File: config.mk
export PLATFORM = sky130hd
export DESIGN_NAME = fma_flags_pipe_flat
export DESIGN_NICKNAME = d
export VERILOG_FILES = /design/src/rtl/fma_flags_pipe_if.sv /design/src/rtl/fma_flags_pipe.sv /design/src/flat_wrapper.sv
export SDC_FILE = /design/constraint.sdc
export NUM_CORES = 1
export LEC_CHECK = 0
export ABC_AREA = 1
export CORE_MARGIN = 2
export CORE_UTILIZATION = 34
export CTS_CLUSTER_SIZE = 10
export DETAILED_ROUTE_END_ITERATION = 8
export GPL_TIMING_DRIVEN = 0
export PLACE_DENSITY = 0.86
export SYNTH_ARGS = -nofsm -noshare
export SYNTH_HDL_FRONTEND = slang
export SYNTH_SLANG_ARGS = --single-unit
File: constraint.sdc
create_clock -name clk -period 3.3 [get_ports clk]
set_input_delay 0.99 -clock clk [delete_from_list [all_inputs] [get_ports clk]]
set_output_delay 0.99 -clock clk [all_outputs]
set_load 0.005 [all_outputs]
File: src/rtl/fma_flags_pipe_if.sv
// Handshake and operand bundle for the FMA special-case / flag resolution stage.
// The master drives the operation and the downstream ready; the slave is the stage itself.
interface fma_flags_pipe_if #(
    parameter int NE = 5,
    parameter int NF = 10
);
    localparam int W = NE + NF + 1;

    logic          in_valid;
    logic          in_ready;
    logic [W-1:0]  x;
    logic [W-1:0]  y;
    logic [W-1:0]  z;
    logic          xs;
    logic          ys;
    logic          zs;
    logic [2:0]    snan;
    logic [2:0]    nan;
    logic [2:0]    inf;
    logic [2:0]    zero;
    logic [1:0]    roundmode;
    logic          sticky;
    logic          guard;
    logic          rnd;
    logic [NE+1:0] senorm;
    logic [W-1:0]  mid_result;
    logic          out_valid;
    logic          out_ready;
    logic [W-1:0]  out_result;
    logic [3:0]    out_flags;
    logic          flags_clr;
    logic [3:0]    acc_flags;

    modport master (
        output in_valid, x, y, z, xs, ys, zs, snan, nan, inf, zero, roundmode,
               sticky, guard, rnd, senorm, mid_result, out_ready, flags_clr,
        input  in_ready, out_valid, out_result, out_flags, acc_flags
    );

    modport slave (
        input  in_valid, x, y, z, xs, ys, zs, snan, nan, inf, zero, roundmode,
               sticky, guard, rnd, senorm, mid_result, out_ready, flags_clr,
        output in_ready, out_valid, out_result, out_flags, acc_flags
    );
endinterface

File: src/rtl/fma_flags_pipe.sv
// FMA special-case override and IEEE flag generation, one register stage with valid/ready,
// plus sticky accumulated flags. Define FMA_FLAGS_NAN_PROPAGATE_EN to propagate NaN payloads.
module fma_flags_pipe #(
    parameter int NE = 5,
    parameter int NF = 10
) (
    input logic          clk,
    input logic          reset,
    fma_flags_pipe_if.slave bus
);
    localparam int W = NE + NF + 1;

    localparam logic [1:0]    RM_RZ     = 2'b00;
    localparam logic [1:0]    RM_RNE    = 2'b01;
    localparam logic [1:0]    RM_RDN    = 2'b10;
    localparam logic [1:0]    RM_RUP    = 2'b11;
    localparam logic [W-1:0]  QNAN      = {1'b0, {NE{1'b1}}, 1'b1, {(NF-1){1'b0}}};
    localparam logic [NE:0]   OVF_LIMIT = {1'b0, {NE{1'b1}}};
    localparam logic [NE+1:0] SEN_ZERO  = {(NE+2){1'b0}};
    localparam logic [3:0]    FLAGS_NONE = 4'b0000;

    typedef enum logic [2:0] {
        RES_SNAN,
        RES_QNAN,
        RES_INF_SUB,
        RES_INF_ZERO,
        RES_INF_PROD,
        RES_INF_ADDEND,
        RES_OVERFLOW,
        RES_FINITE
    } resolve_t;

    function automatic logic [W-1:0] inf_word(input logic s);
        return {s, {NE{1'b1}}, {NF{1'b0}}};
    endfunction

    function automatic logic [W-1:0] max_finite(input logic s);
        return {s, {(NE-1){1'b1}}, 1'b0, {NF{1'b1}}};
    endfunction

    // Overflow saturates to infinity only when rounding points away from zero.
    function automatic logic ovf_to_inf(input logic [1:0] rm, input logic s);
        logic r;
        case (rm)
            RM_RZ:   r = 1'b0;
            RM_RNE:  r = 1'b1;
            RM_RDN:  r = s;
            RM_RUP:  r = ~s;
            default: r = 1'b1;
        endcase
        return r;
    endfunction

`ifdef FMA_FLAGS_NAN_PROPAGATE_EN
    function automatic logic [W-1:0] quieten(input logic [W-1:0] v);
        logic [W-1:0] q;
        q = v;
        q[NF-1] = 1'b1;
        return q;
    endfunction

    // First NaN operand in X, Y, Z order keeps sign and payload.
    function automatic logic [W-1:0] first_nan(input logic [2:0] is_nan, input logic [W-1:0] a,
                                               input logic [W-1:0] b, input logic [W-1:0] c);
        logic [W-1:0] r;
        if (is_nan[2]) begin
            r = quieten(a);
        end else if (is_nan[1]) begin
            r = quieten(b);
        end else if (is_nan[0]) begin
            r = quieten(c);
        end else begin
            r = QNAN;
        end
        return r;
    endfunction
`endif

    logic          any_snan_s;
    logic          any_nan_s;
    logic          any_inf_s;
    logic          grs_s;
    logic          eff_sub_s;
    logic          ovf_s;
    logic          sen_le0_s;
    logic          mid_sign_s;
    logic [W-1:0]  nan_res_s;
    resolve_t      kind_s;
    logic [W-1:0]  res_s;
    logic          nv_s;
    logic          of_s;
    logic          uf_s;
    logic          nx_s;
    logic [3:0]    flags_s;
    logic          in_ready_s;
    logic          accept_s;
    logic          fire_s;
    logic [3:0]    acc_next_s;
    logic          unused_s;

    logic          out_valid_r;
    logic [W-1:0]  out_result_r;
    logic [3:0]    out_flags_r;
    logic [3:0]    acc_flags_r;

    assign any_snan_s = |bus.snan;
    assign any_nan_s  = |bus.nan;
    assign any_inf_s  = |bus.inf;
    assign grs_s      = bus.sticky | bus.guard | bus.rnd;
    assign eff_sub_s  = bus.xs ^ bus.ys ^ bus.zs;
    assign mid_sign_s = bus.mid_result[W-1];
    assign ovf_s      = (bus.senorm[NE+1] == 1'b0) && (bus.senorm[NE:0] >= OVF_LIMIT);
    assign sen_le0_s  = bus.senorm[NE+1] | (bus.senorm == SEN_ZERO);

`ifdef FMA_FLAGS_NAN_PROPAGATE_EN
    assign nan_res_s = first_nan(bus.snan | bus.nan, bus.x, bus.y, bus.z);
    assign unused_s  = bus.zero[0];
`else
    assign nan_res_s = QNAN;
    assign unused_s  = bus.zero[0] ^ (^bus.x) ^ (^bus.y) ^ (^bus.z);
`endif

    // Classify the operation by the first matching special case.
    always_comb begin
        kind_s = RES_FINITE;
        if (any_snan_s) begin
            kind_s = RES_SNAN;
        end else if (any_nan_s) begin
            kind_s = RES_QNAN;
        end else if ((bus.inf[2] | bus.inf[1]) & bus.inf[0] & eff_sub_s) begin
            kind_s = RES_INF_SUB;
        end else if ((bus.inf[2] & bus.zero[1]) | (bus.zero[2] & bus.inf[1])) begin
            kind_s = RES_INF_ZERO;
        end else if (bus.inf[2] | bus.inf[1]) begin
            kind_s = RES_INF_PROD;
        end else if (bus.inf[0]) begin
            kind_s = RES_INF_ADDEND;
        end else if (ovf_s) begin
            kind_s = RES_OVERFLOW;
        end else begin
            kind_s = RES_FINITE;
        end
    end

    // Resolve the result word and the invalid/overflow flags for the chosen case.
    always_comb begin
        res_s = bus.mid_result;
        nv_s  = 1'b0;
        of_s  = 1'b0;
        case (kind_s)
            RES_SNAN: begin
                res_s = nan_res_s;
                nv_s  = 1'b1;
            end
            RES_QNAN: begin
                res_s = nan_res_s;
            end
            RES_INF_SUB, RES_INF_ZERO: begin
                res_s = QNAN;
                nv_s  = 1'b1;
            end
            RES_INF_PROD: begin
                res_s = inf_word(bus.xs ^ bus.ys);
            end
            RES_INF_ADDEND: begin
                res_s = inf_word(bus.zs);
            end
            RES_OVERFLOW: begin
                res_s = ovf_to_inf(bus.roundmode, mid_sign_s) ? inf_word(mid_sign_s)
                                                              : max_finite(mid_sign_s);
                of_s  = 1'b1;
            end
            RES_FINITE: begin
                res_s = bus.mid_result;
            end
            default: begin
                res_s = QNAN;
                nv_s  = 1'b1;
            end
        endcase
    end

    // Inexact is suppressed whenever the result comes from an infinity, a NaN or an invalid op.
    always_comb begin
        uf_s    = (kind_s == RES_FINITE) & sen_le0_s & grs_s;
        nx_s    = (grs_s | of_s) & ~(any_inf_s | any_nan_s | nv_s);
        flags_s = {nv_s, of_s, uf_s, nx_s};
    end

    assign in_ready_s = ~out_valid_r | bus.out_ready;
    assign accept_s   = bus.in_valid & in_ready_s;
    assign fire_s     = out_valid_r & bus.out_ready;

    // Flags accumulate on delivery; a firing result survives a same-cycle clear.
    always_comb begin
        acc_next_s = (bus.flags_clr ? FLAGS_NONE : acc_flags_r) | (fire_s ? out_flags_r : FLAGS_NONE);
    end

    // Output stage and flag accumulator.
    always_ff @(posedge clk) begin
        if (reset) begin
            out_valid_r  <= 1'b0;
            out_result_r <= {W{1'b0}};
            out_flags_r  <= FLAGS_NONE;
            acc_flags_r  <= FLAGS_NONE;
        end else begin
            if (in_ready_s) begin
                out_valid_r <= bus.in_valid;
            end
            if (accept_s) begin
                out_result_r <= res_s;
                out_flags_r  <= flags_s;
            end
            acc_flags_r <= acc_next_s;
        end
    end

    assign bus.in_ready   = in_ready_s;
    assign bus.out_valid  = out_valid_r;
    assign bus.out_result = out_result_r;
    assign bus.out_flags  = out_flags_r;
    assign bus.acc_flags  = acc_flags_r;
endmodule

File: src/flat_wrapper.sv
// flat-port wrapper written by rule: the top's interface ports become plain ports
module fma_flags_pipe_flat 
#(
    parameter int NE = 5,
    parameter int NF = 10
)
  (clk, reset, bus_in_valid, bus_x, bus_y, bus_z, bus_xs, bus_ys, bus_zs, bus_snan, bus_nan, bus_inf, bus_zero, bus_roundmode, bus_sticky, bus_guard, bus_rnd, bus_senorm, bus_mid_result, bus_out_ready, bus_flags_clr, bus_in_ready, bus_out_valid, bus_out_result, bus_out_flags, bus_acc_flags);
  fma_flags_pipe_if #(.NE(NE), .NF(NF)) bus_i ();
  input logic clk;
  input logic reset;
  input wire logic [$bits(bus_i.in_valid)-1:0] bus_in_valid;
  input wire logic [$bits(bus_i.x)-1:0] bus_x;
  input wire logic [$bits(bus_i.y)-1:0] bus_y;
  input wire logic [$bits(bus_i.z)-1:0] bus_z;
  input wire logic [$bits(bus_i.xs)-1:0] bus_xs;
  input wire logic [$bits(bus_i.ys)-1:0] bus_ys;
  input wire logic [$bits(bus_i.zs)-1:0] bus_zs;
  input wire logic [$bits(bus_i.snan)-1:0] bus_snan;
  input wire logic [$bits(bus_i.nan)-1:0] bus_nan;
  input wire logic [$bits(bus_i.inf)-1:0] bus_inf;
  input wire logic [$bits(bus_i.zero)-1:0] bus_zero;
  input wire logic [$bits(bus_i.roundmode)-1:0] bus_roundmode;
  input wire logic [$bits(bus_i.sticky)-1:0] bus_sticky;
  input wire logic [$bits(bus_i.guard)-1:0] bus_guard;
  input wire logic [$bits(bus_i.rnd)-1:0] bus_rnd;
  input wire logic [$bits(bus_i.senorm)-1:0] bus_senorm;
  input wire logic [$bits(bus_i.mid_result)-1:0] bus_mid_result;
  input wire logic [$bits(bus_i.out_ready)-1:0] bus_out_ready;
  input wire logic [$bits(bus_i.flags_clr)-1:0] bus_flags_clr;
  output wire logic [$bits(bus_i.in_ready)-1:0] bus_in_ready;
  output wire logic [$bits(bus_i.out_valid)-1:0] bus_out_valid;
  output wire logic [$bits(bus_i.out_result)-1:0] bus_out_result;
  output wire logic [$bits(bus_i.out_flags)-1:0] bus_out_flags;
  output wire logic [$bits(bus_i.acc_flags)-1:0] bus_acc_flags;
  assign bus_i.in_valid = bus_in_valid;
  assign bus_i.x = bus_x;
  assign bus_i.y = bus_y;
  assign bus_i.z = bus_z;
  assign bus_i.xs = bus_xs;
  assign bus_i.ys = bus_ys;
  assign bus_i.zs = bus_zs;
  assign bus_i.snan = bus_snan;
  assign bus_i.nan = bus_nan;
  assign bus_i.inf = bus_inf;
  assign bus_i.zero = bus_zero;
  assign bus_i.roundmode = bus_roundmode;
  assign bus_i.sticky = bus_sticky;
  assign bus_i.guard = bus_guard;
  assign bus_i.rnd = bus_rnd;
  assign bus_i.senorm = bus_senorm;
  assign bus_i.mid_result = bus_mid_result;
  assign bus_i.out_ready = bus_out_ready;
  assign bus_i.flags_clr = bus_flags_clr;
  assign bus_in_ready = bus_i.in_ready;
  assign bus_out_valid = bus_i.out_valid;
  assign bus_out_result = bus_i.out_result;
  assign bus_out_flags = bus_i.out_flags;
  assign bus_acc_flags = bus_i.acc_flags;
  fma_flags_pipe #(.NE(NE), .NF(NF)) u_core (.clk(clk), .reset(reset), .bus(bus_i));
endmodule
---- Word level (Yosys, flattened, before mapping) ----
Index checks and enable logic that the tools add are counted.
storage, ports and cells
  register bits after elaboration ......... 25
  input bits .............................. 96
  output and inout bits ................... 26
  word-level logic and storage cells ...... 64
cells by class
  $lt $le $gt $ge ......................... 1
  equality and inequality tests ........... 10
  muxes and demuxes ....................... 15
  bitwise gates (word level) .............. 25
  reductions and logical operators ........ 9
operators with widths
  cell                number
  $pmux 16 s5         1
  $mux 3              6
  $eq 3x3->1 const B  4
  $reduce_or 3->1     4
  $mux 11             1
  $and 1x1->1         9
  $or 1x1->1          9
  $mux 4              2
  $logic_not 7->1     1
  $eq 3x2->1 const B  2
  $ge 6x5->1 const B  1
  $eq 2x2->1 const B  2
  $mux 1              4
  $not 1->1           4
  $or 4x4->4          1
  $pmux 1 s4          1
  $reduce_or 4->1     1
  $eq 3x1->1 const B  1
  $logic_not 3->1     1
  $eq 2x1->1 const B  1
  $logic_not 2->1     1
  $xor 1x1->1         2
  $logic_and 1x1->1   1

---- Logic depth before layout (Yosys ltp) ----
Gate-level depths: netlist (run 1).
  depth in word-level cells ............... 15
  gate-level depth with buffers ........... 14
  depth with buffers taken out ............ 14

---- Worst setup path before layout (run 1) ----
OpenSTA, ideal clock, no wires.
  kind .................................... input-to-output
  from .................................... input port bus_out_ready
  to ...................................... output port bus_in_ready
  arrival ................................. 1.093 ns
  data required time ...................... 2.310 ns
  slack ................................... 1.217 ns
  cell stages on the path ................. 2
  buffers on the path ..................... 0
  path through ............................ inv_1 > nand2_1
on the way
  cells in the longest elaborated chain, start to end .. 1
ends and longest elaborated chain
  element             line                   text
  start: declaration  flat_wrapper.sv:28     input wire logic [$bits(bus_i.out_ready)-1:0] bus_out_ready;
  $or 1x1->1          fma_flags_pipe.sv:190  assign in_ready_s = ~out_valid_r | bus.out_ready;
  end: declaration    flat_wrapper.sv:30     output wire logic [$bits(bus_i.in_ready)-1:0] bus_in_ready;
Every way passes these cells.

---- Final worst setup path (run 1) ----
Ends and elaborated chain as after synthesis.

==> reports/metrics.yaml, run 1 <==
final_layout:
  most-common-layout-cells: "clkdlybuf4s50_1, nand2_1, dfxtp_1"
  syn2layout_area_growth_pct: 58.1
  n_antenna_cell: 0
  finalNetCount: 372
  drive_gt1_frac: 0.135
  mostFrequentLayoutCell: "clkdlybuf4s50_1"
timing:
  finalCritPeriodShare: 0.968
  final-max-slew-violation-count: 0
  hold_violations: 0
  finalSetupTns_ps: 0
  finalClockSkew_ps: 1.48
  rsz0062_at_grt: "false"
  worst_pin_slew_ps: 598
  fin_ws_ps: 106
  fmax_mhz: 313
  setup_viol: 0
  period_minus_slack_ps: 3190
  slew_headroom: 0.601
setup_path:
  endpoint: "bus_in_ready"
  critical_path.most_common_cell: "clkdlybuf4s50_1"
  crit_family: "buffers and inverters"
  path_class: "input pin to primary output"
  start_kind: "input pin"
  critPathBufInv: 3
  r2r-start: "u_core.bus.out_valid"
  cp-end-kind: "primary output"
  path_cells: "clkdlybuf4s50_1, inv_1, nand2_1, clkdlybuf4s50_1"
  worstPathArrival_ps: 2200
  ff2ff_setup_slack_ps: 1670
  reg2reg_depth: 5
  max_stage_delay_ps: 540
  cp-startpoint: "bus_out_ready"
  required_ps: 2310
  cpMaxStageDelayCell: "clkdlybuf4s50_1"
  crit_fanout: 5
  cp.depth: 4
  r2r_end: "u_core.bus.out_result[5]"
floorplan:
  num_rows: 23
  pin_count: 122
  die_x_um: 68.4
  die_area_um2: 4680
  start_util: 0.353
  dieHeight_um: 68.4
  coreArea_um2: 4000
placed_design:
  gp_congestion: 0.771
  place_ws_ps: 108
  port_buffers: 71
  hpwl_um: 2950
route:
  dr.pass1.iters: 4
  routed-via-count: 1517
  routedWlPerCell_um: 11.4
  drtIter0Drc: 67
  drcViolationCount: 0
  wl_um: 3700
  vias_per_cell: 4.67
  drtAntennaViolNets: 0
synth:
  avgSynthCellArea_um2: 7.06
  synth_top_area_frac: 0.355
  yosys_warnings: 0
  synth_edf_count: 0
  synthArstFlopShare: 0
  synthTopCellsByArea: "dfxtp_1, nand2_1, inv_1, a21oi_1, nand4_1"
  synth_area_leader_cell: "dfxtp_1"
  synth-seq-cells: 25
  synthFlopType: "dfxtp_1"
  syn_area_um2: 1410
  syn_inst: 200
  yosysSeqAreaShare: 0.355
  synth_nets: 296
  synth_cell_types: 26
pwr:
  peakVddDrop_mv: 0.140
  power_density_nw_per_um2: 290
  p_leak_nw: 0.932
  total_power_uw: 647
clock_network:
  cts_setup_buffers: 0
  cts_resized: 0
  cts.path.max_buffers: 2
  clock-sinks: 25
  clkLatencyLatePin_ps: 270
  hold_buffers: 0
  numCtsBuffers: 3
  htree_levels: 1
  cts-root-buf: "clkbuf_8"
  clk_pin_slew_ps: 90
  cts_tree: "done"
global_routing:
  track_usage: 0.176
  grt_pass1_wl_um: 6280
  grt_antenna_before_repair: 0
  grt_max_degree: 15
  grt_pass1_vias: 1480
  overflow: 0
outcome:
  status: "finished, final reports clean"
min_path:
  holdCritPathClass: "flip-flop to flip-flop"
run:
  cap_violations: 0
[sequential cells by signal (all words and copies together), names as in the netlist]
register and cells:
u_core.bus.out_flags 4, u_core.bus.acc_flags 4, u_core.bus.out_valid 1, u_core.bus.out_result 16
[power breakdown]
group / internal [mW] / switching (mW) / leakage [nW]
Sequential: 0.311 / 0.00648 / 0.204
Combinational: 0.0835 / 0.0623 / 0.702
Clock: 0.0846 / 0.0989 / 0.0255
Total: 0.479 / 0.168 / 0.932
[stage by stage]
stage                     instance area, um^2  cells  hold slack [ps]  utilization
after floorplan                          1410    200              460            -
after global placement                   2180    321              454        0.546
after detailed placement                 2180    321              458        0.546
after CTS                                2230    325              471        0.558
after global routing                     2230    325              491        0.558
final                                    2230    325              469        0.558
[cell families (layout without fill, tap and decap cells)]
family	count (synthesis)	after routing	synth area share
buffers and inverters	32	107	0.0984
xor gates and xnor gates	1	1	0.00621
DFF	25	25	0.355
and+or+nand+nor	111	111	0.403
AOI/OAI and AO/OA	31	31	0.137
[worst reg2reg max path: cells and delay by family, from the launching register on]
kind | cells | cell delay, ps
simple gates | 3 | 580
buf+inv | 1 | 400
compound gates | 1 | 160
flops | 1 | 420
[synthesized netlist by cell type, types with 2 or more instances]
cell type  instances
nand3_2            2
a21oi_2            7
nand2_2            6
a21oi_1           14
dfxtp_1           25
nor2_4             2
nand4_1           11
inv_2              3
nand2_4            2
o21ai_0            4
nor2_2             3
buf_6              2
buf_2              3
nor2_1            10
clkbuf_1           4
o211ai_1           5
inv_1             19
nand2_1           61
nand3_1            9
nand3_4            2
[worst min path at each step]
stage	from	to	slack (ps)	cells past startpoint
after global placement	u_core.bus.out_result[3]	u_core.bus.out_result[3]	450	2
after CTS	u_core.bus.acc_flags[0]	u_core.bus.acc_flags[0]	470	2
after global routing	u_core.bus.acc_flags[0]	u_core.bus.acc_flags[0]	490	2
after detailed placement	u_core.bus.acc_flags[0]	u_core.bus.acc_flags[0]	460	2
after floorplan	u_core.bus.acc_flags[0]	u_core.bus.acc_flags[0]	460	2
final	u_core.bus.acc_flags[0]	u_core.bus.acc_flags[0]	470	2
[final cells by class]
cell class / instances / area (um^2)
plain buffers: 9 / 52.6
clock buffers: 3 / 41.3
clock inverters: 1 / 5.00
fillers: 391 / 1770
inverters: 23 / 86.3
multi-input cells: 143 / 772
flip-flops and latches: 25 / 500
well taps: 50 / 62.6
repair buffers: 71 / 711
[layer usage]
metal  wire length [um]  vias to the layer above  track usage
met5                  0                        -            0
met4                 36                        0       0.0675
met3                216                        4       0.0313
met2               1920                       55        0.317
met1               1530                      661        0.205
li1                   -                      797            -
No activity file was read; power rests on OpenSTA's default activity.
==> inputs of run 2 (changes only) <==
--- a/config.mk
+++ b/config.mk
@@ -11,7 +11,7 @@
 export CTS_CLUSTER_SIZE = 10
 export DETAILED_ROUTE_END_ITERATION = 8
 export GPL_TIMING_DRIVEN = 0
-export PLACE_DENSITY = 0.86
+export PLACE_DENSITY_LB_ADDON = 0.05
 export SYNTH_ARGS = -nofsm -noshare
 export SYNTH_HDL_FRONTEND = slang
 export SYNTH_SLANG_ARGS = --single-unit
==> reports/metrics.yaml, run 2 (same netlist as run 1, synthesis figures left out) <==
setup_path:
  reg2reg_depth: 5  # unchanged
  cpMaxStageDelayCell: "clkdlybuf4s50_1"
  path_class: "input pin to primary output"
  ff2ff_setup_slack_ps: 1740  # +70 ps
  crit_fanout: 5  # unchanged
  worstPathArrival_ps: 2190  # about the same
  critPathBufInv: 3  # unchanged
  max_stage_delay_ps: 540  # about the same
  r2r-start: "u_core.bus.out_valid"
  cp-end-kind: "primary output"
  required_ps: 2310  # about the same
  start_kind: "input pin"
  r2r_end: "u_core.bus.out_result[6]"
  path_cells: "clkdlybuf4s50_1, inv_1, nand2_1, clkdlybuf4s50_1"
  critical_path.most_common_cell: "clkdlybuf4s50_1"
  crit_family: "buffers and inverters"
route:
  wl_um: 3470  # -6.1%
  routed-via-count: 1453  # -4.2%
  drtAntennaViolNets: 0  # unchanged
  routedWlPerCell_um: 10.7  # -6.1%
  dr.pass1.iters: 4  # unchanged
  vias_per_cell: 4.47  # -4.2%
  drtIter0Drc: 60  # -10%
  drcViolationCount: 0  # unchanged
timing:
  period_minus_slack_ps: 3180  # -18.4 ps
  hold_violations: 0  # unchanged
  final-max-slew-violation-count: 0  # unchanged
  finalClockSkew_ps: 5.39  # +3.91 ps
  finalCritPeriodShare: 0.962  # -0.00558
  worst_pin_slew_ps: 601  # +2.98 ps
  rsz0062_at_grt: "false"
  finalSetupTns_ps: 0  # unchanged
  slew_headroom: 0.599  # -0.00199
  setup_viol: 0  # unchanged
  fmax_mhz: 315  # +0.58%
global_routing:
  grt_max_degree: 16  # +1
  grt_pass1_vias: 1297  # -12%
  track_usage: 0.153  # -0.0238
  grt_antenna_before_repair: 0  # unchanged
  overflow: 0  # unchanged
  grt_pass1_wl_um: 5540  # -12%
clock_network:
  cts_tree: "done"
  cts-root-buf: "clkbuf_8"
  htree_levels: 1  # unchanged
  cts_setup_buffers: 0  # unchanged
  clk_pin_slew_ps: 90  # about the same
  clock-sinks: 25  # unchanged
  cts_resized: 0  # unchanged
  cts.path.max_buffers: 2  # unchanged
  hold_buffers: 0  # unchanged
  clkLatencyLatePin_ps: 270  # about the same
  numCtsBuffers: 3  # unchanged
pwr:
  pwr-share-clk: 0.285  # about the same
  power_density_nw_per_um2: 289  # -0.20%
  peakVddDrop_mv: 0.206  # +47%
  p_leak_nw: 0.928  # -0.40%
  p_sw_frac: 0.257  # -0.00206
  total_power_uw: 647  # about the same
  power_frac_comb: 0.223  # -0.002
  p_int_uw: 480  # +0.19%
  p_seq_frac: 0.492  # about the same
  p_sw_uw: 166  # -0.89%
min_path:
  min_path_cells: 2  # unchanged
  hold_end: "u_core.bus.acc_flags[3]"
  min_from: "u_core.bus.acc_flags[3]"
  holdCritPathClass: "flip-flop to flip-flop"
floorplan:
  coreArea_um2: 4000  # unchanged
  die_x_um: 68.4  # unchanged
  die_area_um2: 4680  # unchanged
  pin_count: 122  # unchanged
  start_util: 0.353  # unchanged
  num_rows: 23  # unchanged
  dieHeight_um: 68.4  # unchanged
placed_design:
  port_buffers: 71  # unchanged
  place_area_um2: 2180  # unchanged
  hpwl_um: 2810  # -4.9%
  gp_congestion: 0.746  # -3.3%
final_layout:
  drive_gt1_frac: 0.135  # unchanged
  most-common-layout-cells: "clkdlybuf4s50_1, nand2_1, dfxtp_1"
  n_antenna_cell: 0  # unchanged
  stdcell_area_um2: 2230  # +0.11%
  largest_reg_flops: 16  # unchanged
  syn2layout_area_growth_pct: 58.2
  post-route-util: 0.558  # +0.000626
  finalNetCount: 372  # unchanged
  mostFrequentLayoutCell: "clkdlybuf4s50_1"
run:
  cap_violations: 0  # unchanged
outcome:
  status: "finished, final reports clean"
==> run 2: cell count changes in the layout (fill, tap and decap cells not counted), sizes merged <==
| cell | before | now |
|---|---|---|
| clkinv | 2 | 1 |
| clkinvlp | 0 | 1 |
==> run 2: cell type report <==
cell class / instances / area, um^2
plain buffers: 9 / 52.6
clock buffers: 3 / 41.3
clock inverters: 1 / 7.51
fillers: 438 / 1770
inverters: 23 / 86.3
multi-input cells: 143 / 772
flip-flops and latches: 25 / 500
well taps: 50 / 62.6
repair buffers: 71 / 711
==> run 2: power groups by stage <==
stage                     logic [mW]  clock network [mW]  registers (mW)
final                          0.144               0.184           0.318
after global routing           0.160               0.201           0.319
after CTS                      0.147               0.192           0.318
after detailed placement       0.146                   0           0.325
after global placement         0.145                   0           0.325
after floorplan               0.0565                   0           0.325
==> run 2: worst max path at each step <==
| stage | from | to | slack [ps] | cells past startpoint |
|---|---|---|---|---|
| final | bus_out_ready | bus_in_ready | 120 | 4 |
| after global routing | bus_out_ready | bus_in_ready | 30 | 4 |
| after CTS | bus_out_ready | bus_in_ready | 120 | 4 |
| after detailed placement | bus_out_ready | bus_in_ready | 120 | 4 |
| after global placement | bus_out_ready | bus_in_ready | 120 | 4 |
| after floorplan | bus_out_ready | bus_in_ready | 1220 | 2 |
==> run 2: per-stage QoR <==
stage               cells  hold WS, ps  setup WS (ps)
finish                325          472            125
global route          325          484           25.8
CTS                   325          473            116
detailed placement    321          458            117
global placement      321          459            118
floorplan             200          460           1220
==> run 2: per-layer routing <==
layer  GRT usage  routed length, um
met1       0.205               1680
met3      0.0247                199
met4      0.0300                 22
met2       0.257               1570
met5           0                  0
==> run 2: worst reg2reg max path: stages, from the launching register on <==
cell and delay (ps):
dfxtp_1 420, nand2_1 110, nand2_1 290, clkbuf_1 390, nand2_1 120, a21oi_2 150
==> inputs of run 3 (changes only) <==
==> constraint.sdc (replaced) <==
create_clock -name clk -period 3.3 [get_ports clk]
set_input_delay 0.66 -clock clk [delete_from_list [all_inputs] [get_ports clk]]
set_output_delay 0.66 -clock clk [all_outputs]
set_load 0.005 [all_outputs]
==> results of run 3 <==
The final DEF is identical to that of run 2. Status: finished, final reports clean.
Main changes from that run: setup slack after placement 117 ps -> 777 ps; setup slack after layout 125 ps -> 785 ps
==> RTL edit 1, RTL diff (flow settings as in run 2) <==
`NF` is set to 10 in 3 places; all go to 20.
--- a/src/rtl/fma_flags_pipe_if.sv
+++ b/src/rtl/fma_flags_pipe_if.sv
@@ -3,5 +3,5 @@
 interface fma_flags_pipe_if #(
     parameter int NE = 5,
-    parameter int NF = 10
+    parameter int NF = 20
 );
     localparam int W = NE + NF + 1;
--- a/src/rtl/fma_flags_pipe.sv
+++ b/src/rtl/fma_flags_pipe.sv
@@ -3,5 +3,5 @@
 module fma_flags_pipe #(
     parameter int NE = 5,
-    parameter int NF = 10
+    parameter int NF = 20
 ) (
     input logic          clk,
--- a/src/flat_wrapper.sv
+++ b/src/flat_wrapper.sv
@@ -3,5 +3,5 @@
 #(
     parameter int NE = 5,
-    parameter int NF = 10
+    parameter int NF = 20
 )
   (clk, reset, bus_in_valid, bus_x, bus_y, bus_z, bus_xs, bus_ys, bus_zs, bus_snan, bus_nan, bus_inf, bus_zero, bus_roundmode, bus_sticky, bus_guard, bus_rnd, bus_senorm, bus_mid_result, bus_out_ready, bus_flags_clr, bus_in_ready, bus_out_valid, bus_out_result, bus_out_flags, bus_acc_flags);
Interface: changed (5 resized); port bits go from 122 to 172. The function was not compared with the original's and may differ.
==> RTL edit 1 against run 2 <==
Routed wire length increased by 43%. Area after synthesis grew 34%. Largest power group unchanged. Sequential cell count up 10. Power up 53%. Critical endpoint unchanged. Setup slack worse by 0.057 ns. First-iteration DRC count rose by 18%. Global-route usage increased by 1.8 points. Core utilization shrank 0.49 points. Final area increased by 35%. Register-to-register slack got worse by 0.08 ns. Die area grew 32%.
==> RTL edit 1: results (changes against run 2) <==
- IO buf count: 91 (was 71)
- Peak supply drop: 0.208 mV (was 0.206 mV)
- Fraction of layout cells with a size suffix above 1: 13.4% (was 13.5%)
- Multi-input logic area: 1020 um2 (was 772 um2)
- Non-clock buffer share: 33.3% (was 34.2%)
- Total GRT Usage: 17.1% (was 15.3%)
- Post-Syn Nets: 404 (was 296)
- Combinational Power Share: 16.7% (was 22.3%)
- Post-synth top cells: 94 x nand2_1, 35 x dfxtp_1, 21 x inv_1, 21 x nand4_1, 17 x a21oi_2 (was 61 x nand2_1, 25 x dfxtp_1, 19 x inv_1)
- LEAKAGE: 1.26 nW (was 0.928 nW)
- M1 WL: 2.41 mm (was 1.68 mm)
- DP Worst Slack: 0.0648 ns (was 0.117 ns)
- # clk buffers: 5 (was 3)
- Status: finished clean (unchanged)
- Die footprint: 6190 um2 (was 4680 um2)
- Clk sink count: 35 (was 25)
- Dpl cells: 431 (was 321)
- Via count: 1,991 (was 1,453)
- Largest net degree at the start of global routing: 13 (was 16)
- Clock-cell share of area: 3.74% (was 2.18%)
- Syn Area/Cell: 7.08 um2 (was 7.06 um2)
- Number of global-route vias before repair: 1,904 (was 1,297)
- DR top layer: met4 (unchanged)
- #MultiIn Comb: 194 (was 143)
- Clock-pin slew on the worst setup and hold paths: 0.07 ns (was 0.09 ns)
- First-pass GRT wire length: 8.47 mm (was 5.54 mm)
- R2R setup slack: 1.66 ns (was 1.74 ns)
- Nonclk buf count: 107 (was 80)
- Final Net Count: 502 (was 372)
- Final period utilization: 97.9% (was 96.2%)
- Synth Area in XOR/XNOR: 0.462% (was 0.621%)
- HPWL Detailed: 3.87 mm (was 2.81 mm)
- CTS H-tree lvls: 2 (was 1)
- Met3 Track Usage GR: 4.20% (was 2.47%)
- Met2 Use GR: 27.5% (was 25.7%)
- Final core occ: 55.3% (was 55.8%)
- DP Area: 2900 um2 (was 2180 um2)
- Gpl congestion: 0.744 (was 0.746)
- Max reg flops: 26 (was 16)
- DR iter-0 viols: 71 (was 60)
- Complex-gate fraction of the synthesized area: 15.2% (was 13.7%)
- Crit path DAT: 2.24 ns (was 2.19 ns)
- Met2 Wirelength: 2.25 mm (was 1.57 mm)
- Setup Skew: 0.00122 ns (was 0.00539 ns)
- Area contributors post-synth: dfxtp_1 37%, nand2_1 19%, a21oi_2 7.8% (was dfxtp_1 35%, nand2_1 16%, inv_1 5.1%)
- Seq/Total Area, Yosys: 36.9% (was 35.5%)
- Reg area: 701 um2 (was 500 um2)
- Tightest Hold Check Type: reg -> reg (unchanged)
- Fin cells: 439 (was 325)
- Filler cells: 543 (was 438)
- Clock-net power: 0.000387 W (was 0.000184 W)
- Met3 WL: 278 um (was 199 um)
-- RTL edit 1: cell types whose count changed in the layout (fill, tap and decap cells not counted), moves of 4 or more --
cell / change
a21oi_2: +10
buf_4: +4
clkdlybuf4s50_1: +20
dfxtp_1: +10
nand2_1: +33
nand4_1: +10
-- RTL edit 1: worst min-delay path by stage --
stage | end | slack [ns] | start
after global routing | u_core.bus.acc_flags[1] | 0.49 | u_core.bus.acc_flags[1]
after CTS | u_core.bus.out_result[0] | 0.47 | u_core.bus.out_result[0]
after global placement | u_core.bus.out_result[20] | 0.45 | u_core.bus.out_result[20]
final | u_core.bus.acc_flags[0] | 0.47 | u_core.bus.acc_flags[0]
after detailed placement | u_core.bus.out_result[0] | 0.46 | u_core.bus.out_result[0]
after floorplan | u_core.bus.acc_flags[0] | 0.46 | u_core.bus.acc_flags[0]
-- RTL edit 1: critical path, cell delays in order --
cell,delay (ns)
clkdlybuf4s50_1,0.56
inv_1,0.07
nand2_1,0.11
clkdlybuf4s50_1,0.51
==> RTL edit 2, RTL diff (config.mk and constraints of run 2) <==
Made on the original files. Make the reset (`reset`) asynchronous in one clocked block.
--- a/src/rtl/fma_flags_pipe.sv
+++ b/src/rtl/fma_flags_pipe.sv
@@ -198,5 +198,5 @@
 
     // Output stage and flag accumulator.
-    always_ff @(posedge clk) begin
+    always_ff @(posedge clk or posedge reset) begin
         if (reset) begin
             out_valid_r  <= 1'b0;
Check against the original RTL: differs if reset is asserted again (counterexample within 4 cycles, from zero or initial values and one cycle with reset high); with reset held inactive, the same outputs for 10 cycles.
==> RTL edit 2 against run 2 <==
Area after synthesis up 2.0%. Clock skew down 0.0013 ns. Via count is 1.4% lower. Setup slack better by 0.013 ns. Final cell count shrank 1.8%. Routed wire length hardly changed. Core utilization increased by 0.56 points. Count of clock-buffer cells in the layout stayed put. Sequential cell count is the same. Critical path depth is the same. Non-clock buffer count is 1 lower. Power grew 0.75%. Global-route usage down 0.068 points. Final area grew 1.7%. Critical endpoint unchanged. Largest cell class is now buffers.
==> RTL edit 2: results (changes against run 2) <==
- Status: finished clean (unchanged)
- LEAKAGE: 1.09 nW (was 0.928 nW)
- Slew Limit Fails: 0 (unchanged)
- Min Tclk post-route: 3.16 ns (was 3.18 ns)
- Seq/Total Area, Yosys: 43.4% (was 35.5%)
- Post-Syn Nets: 289 (was 296)
- Syn Area/Cell: 7.46 um2 (was 7.06 um2)
- Peak supply drop: 0.183 mV (was 0.206 mV)
- DR iter-0 viols: 79 (was 60)
- Largest net degree at the start of global routing: 26 (was 16)
- Final Net Count: 366 (was 372)
- Met3 Track Usage GR: 3.65% (was 2.47%)
- Slowest cell on crit path: clkdlybuf4s50_1 (unchanged)
- Total GRT Usage: 15.2% (was 15.3%)
- Area contributors post-synth: dfrtp_1 43%, nand2_1 19%, inv_1 6.5% (was dfxtp_1 35%, nand2_1 16%, inv_1 5.1%)
- Worst r2r dst: u_core.bus.out_result[13] (was u_core.bus.out_result[6])
- Post-synth top cells: 72 x nand2_1, 25 x dfrtp_1, 25 x inv_1 (was 61 x nand2_1, 25 x dfxtp_1, 19 x inv_1)
- Tightest Hold Check Type: reg -> reg (unchanged)
- Fraction of layout cells with a size suffix above 1: 7.43% (was 13.5%)
- Hold Slack: 0.484 ns (was 0.472 ns)
- Grt met1 use: 20.0% (was 20.5%)
- Via count: 1,432 (was 1,453)
- Reg2reg path depth: 7 (was 5)
- IO buf count: 72 (was 71)
- Hold depth: 2 (unchanged)
- Dpl cells: 315 (was 321)
- Power share of the sequential group: 49.3% (was 49.2%)
- RR Startpoint: u_core.bus.out_valid (unchanged)
- Via/cell ratio: 4.49 (was 4.47)
- Switching part of the total power: 25.6% (was 25.7%)
- First-pass GRT wire length: 6.03 mm (was 5.54 mm)
- Ys flop type: dfrtp_1 (was dfxtp_1)
- Antenna violations before repair: 0 (unchanged)
- Asr flop ratio synth: 100% (was 0%)
- R2R setup slack: 1.92 ns (was 1.74 ns)
- M1 WL: 1.63 mm (was 1.68 mm)
- Met3 WL: 189 um (was 199 um)
- Root buffer cell: clkbuf_8 (unchanged)
- Met2 Use GR: 25.7% (about the same)
- Combinational Power Share: 22.0% (was 22.3%)
- Crit path DAT: 2.17 ns (was 2.19 ns)
- Synth unique cells: 29 (was 26)
- Gpl congestion: 0.760 (was 0.746)
- Setup Skew: 0.00413 ns (was 0.00539 ns)
- HPWL Detailed: 2.80 mm (was 2.81 mm)
- Total power per unit cell area: 287 nW/um2 (was 289 nW/um2)
- Worst slew pin tran: 0.935 ns (was 0.601 ns)
- DP Area: 2220 um2 (was 2180 um2)
- DP Worst Slack: 0.147 ns (was 0.117 ns)
- Drt wl/cell: 10.9 um (was 10.7 um)
- Hold path start: u_core.bus.out_result[0] (was u_core.bus.acc_flags[3])
- Hold EP: u_core.bus.out_result[0] (was u_core.bus.acc_flags[3])
- Met2 Wirelength: 1.64 mm (was 1.57 mm)
- CP max FO: 4 (was 5)
[RTL edit 2: cell types whose count changed after synthesis, moves of 5 or more]
cell	change
a21oi_1	-11
a21oi_2	-7
dfrtp_1	+25
dfxtp_1	-25
inv_1	+6
nand2_1	+11
nand2_2	-5
o211ai_1	-5
o21ai_1	+7
[RTL edit 2: layout make-up]
class	instances	area (um2)
fill	407	1760
inverter	26	97.6
timing repair buffer	72	721
clock buffer	3	41.3
multi-input combinational	135	669
buffer	7	47.5
tap	50	62.6
clock inverter	1	7.51
sequential	25	626
[RTL edit 2: logic make-up after synthesis]
logic type                Yosys count  synth area share (%)
xor gates and xnor gates            1                 0.608
buffers and inverters              33                  10.1
AOI/OAI and AO/OA                  16                  5.91
DFF                                25                  43.4
and+or+nand+nor                   118                  40.0
[RTL edit 2: tightest hold or removal path: cells and delay by family, from the launching register on]
family | cells | cell delay (ns)
flops | 1 | 0.35
simple gates | 2 | 0.11
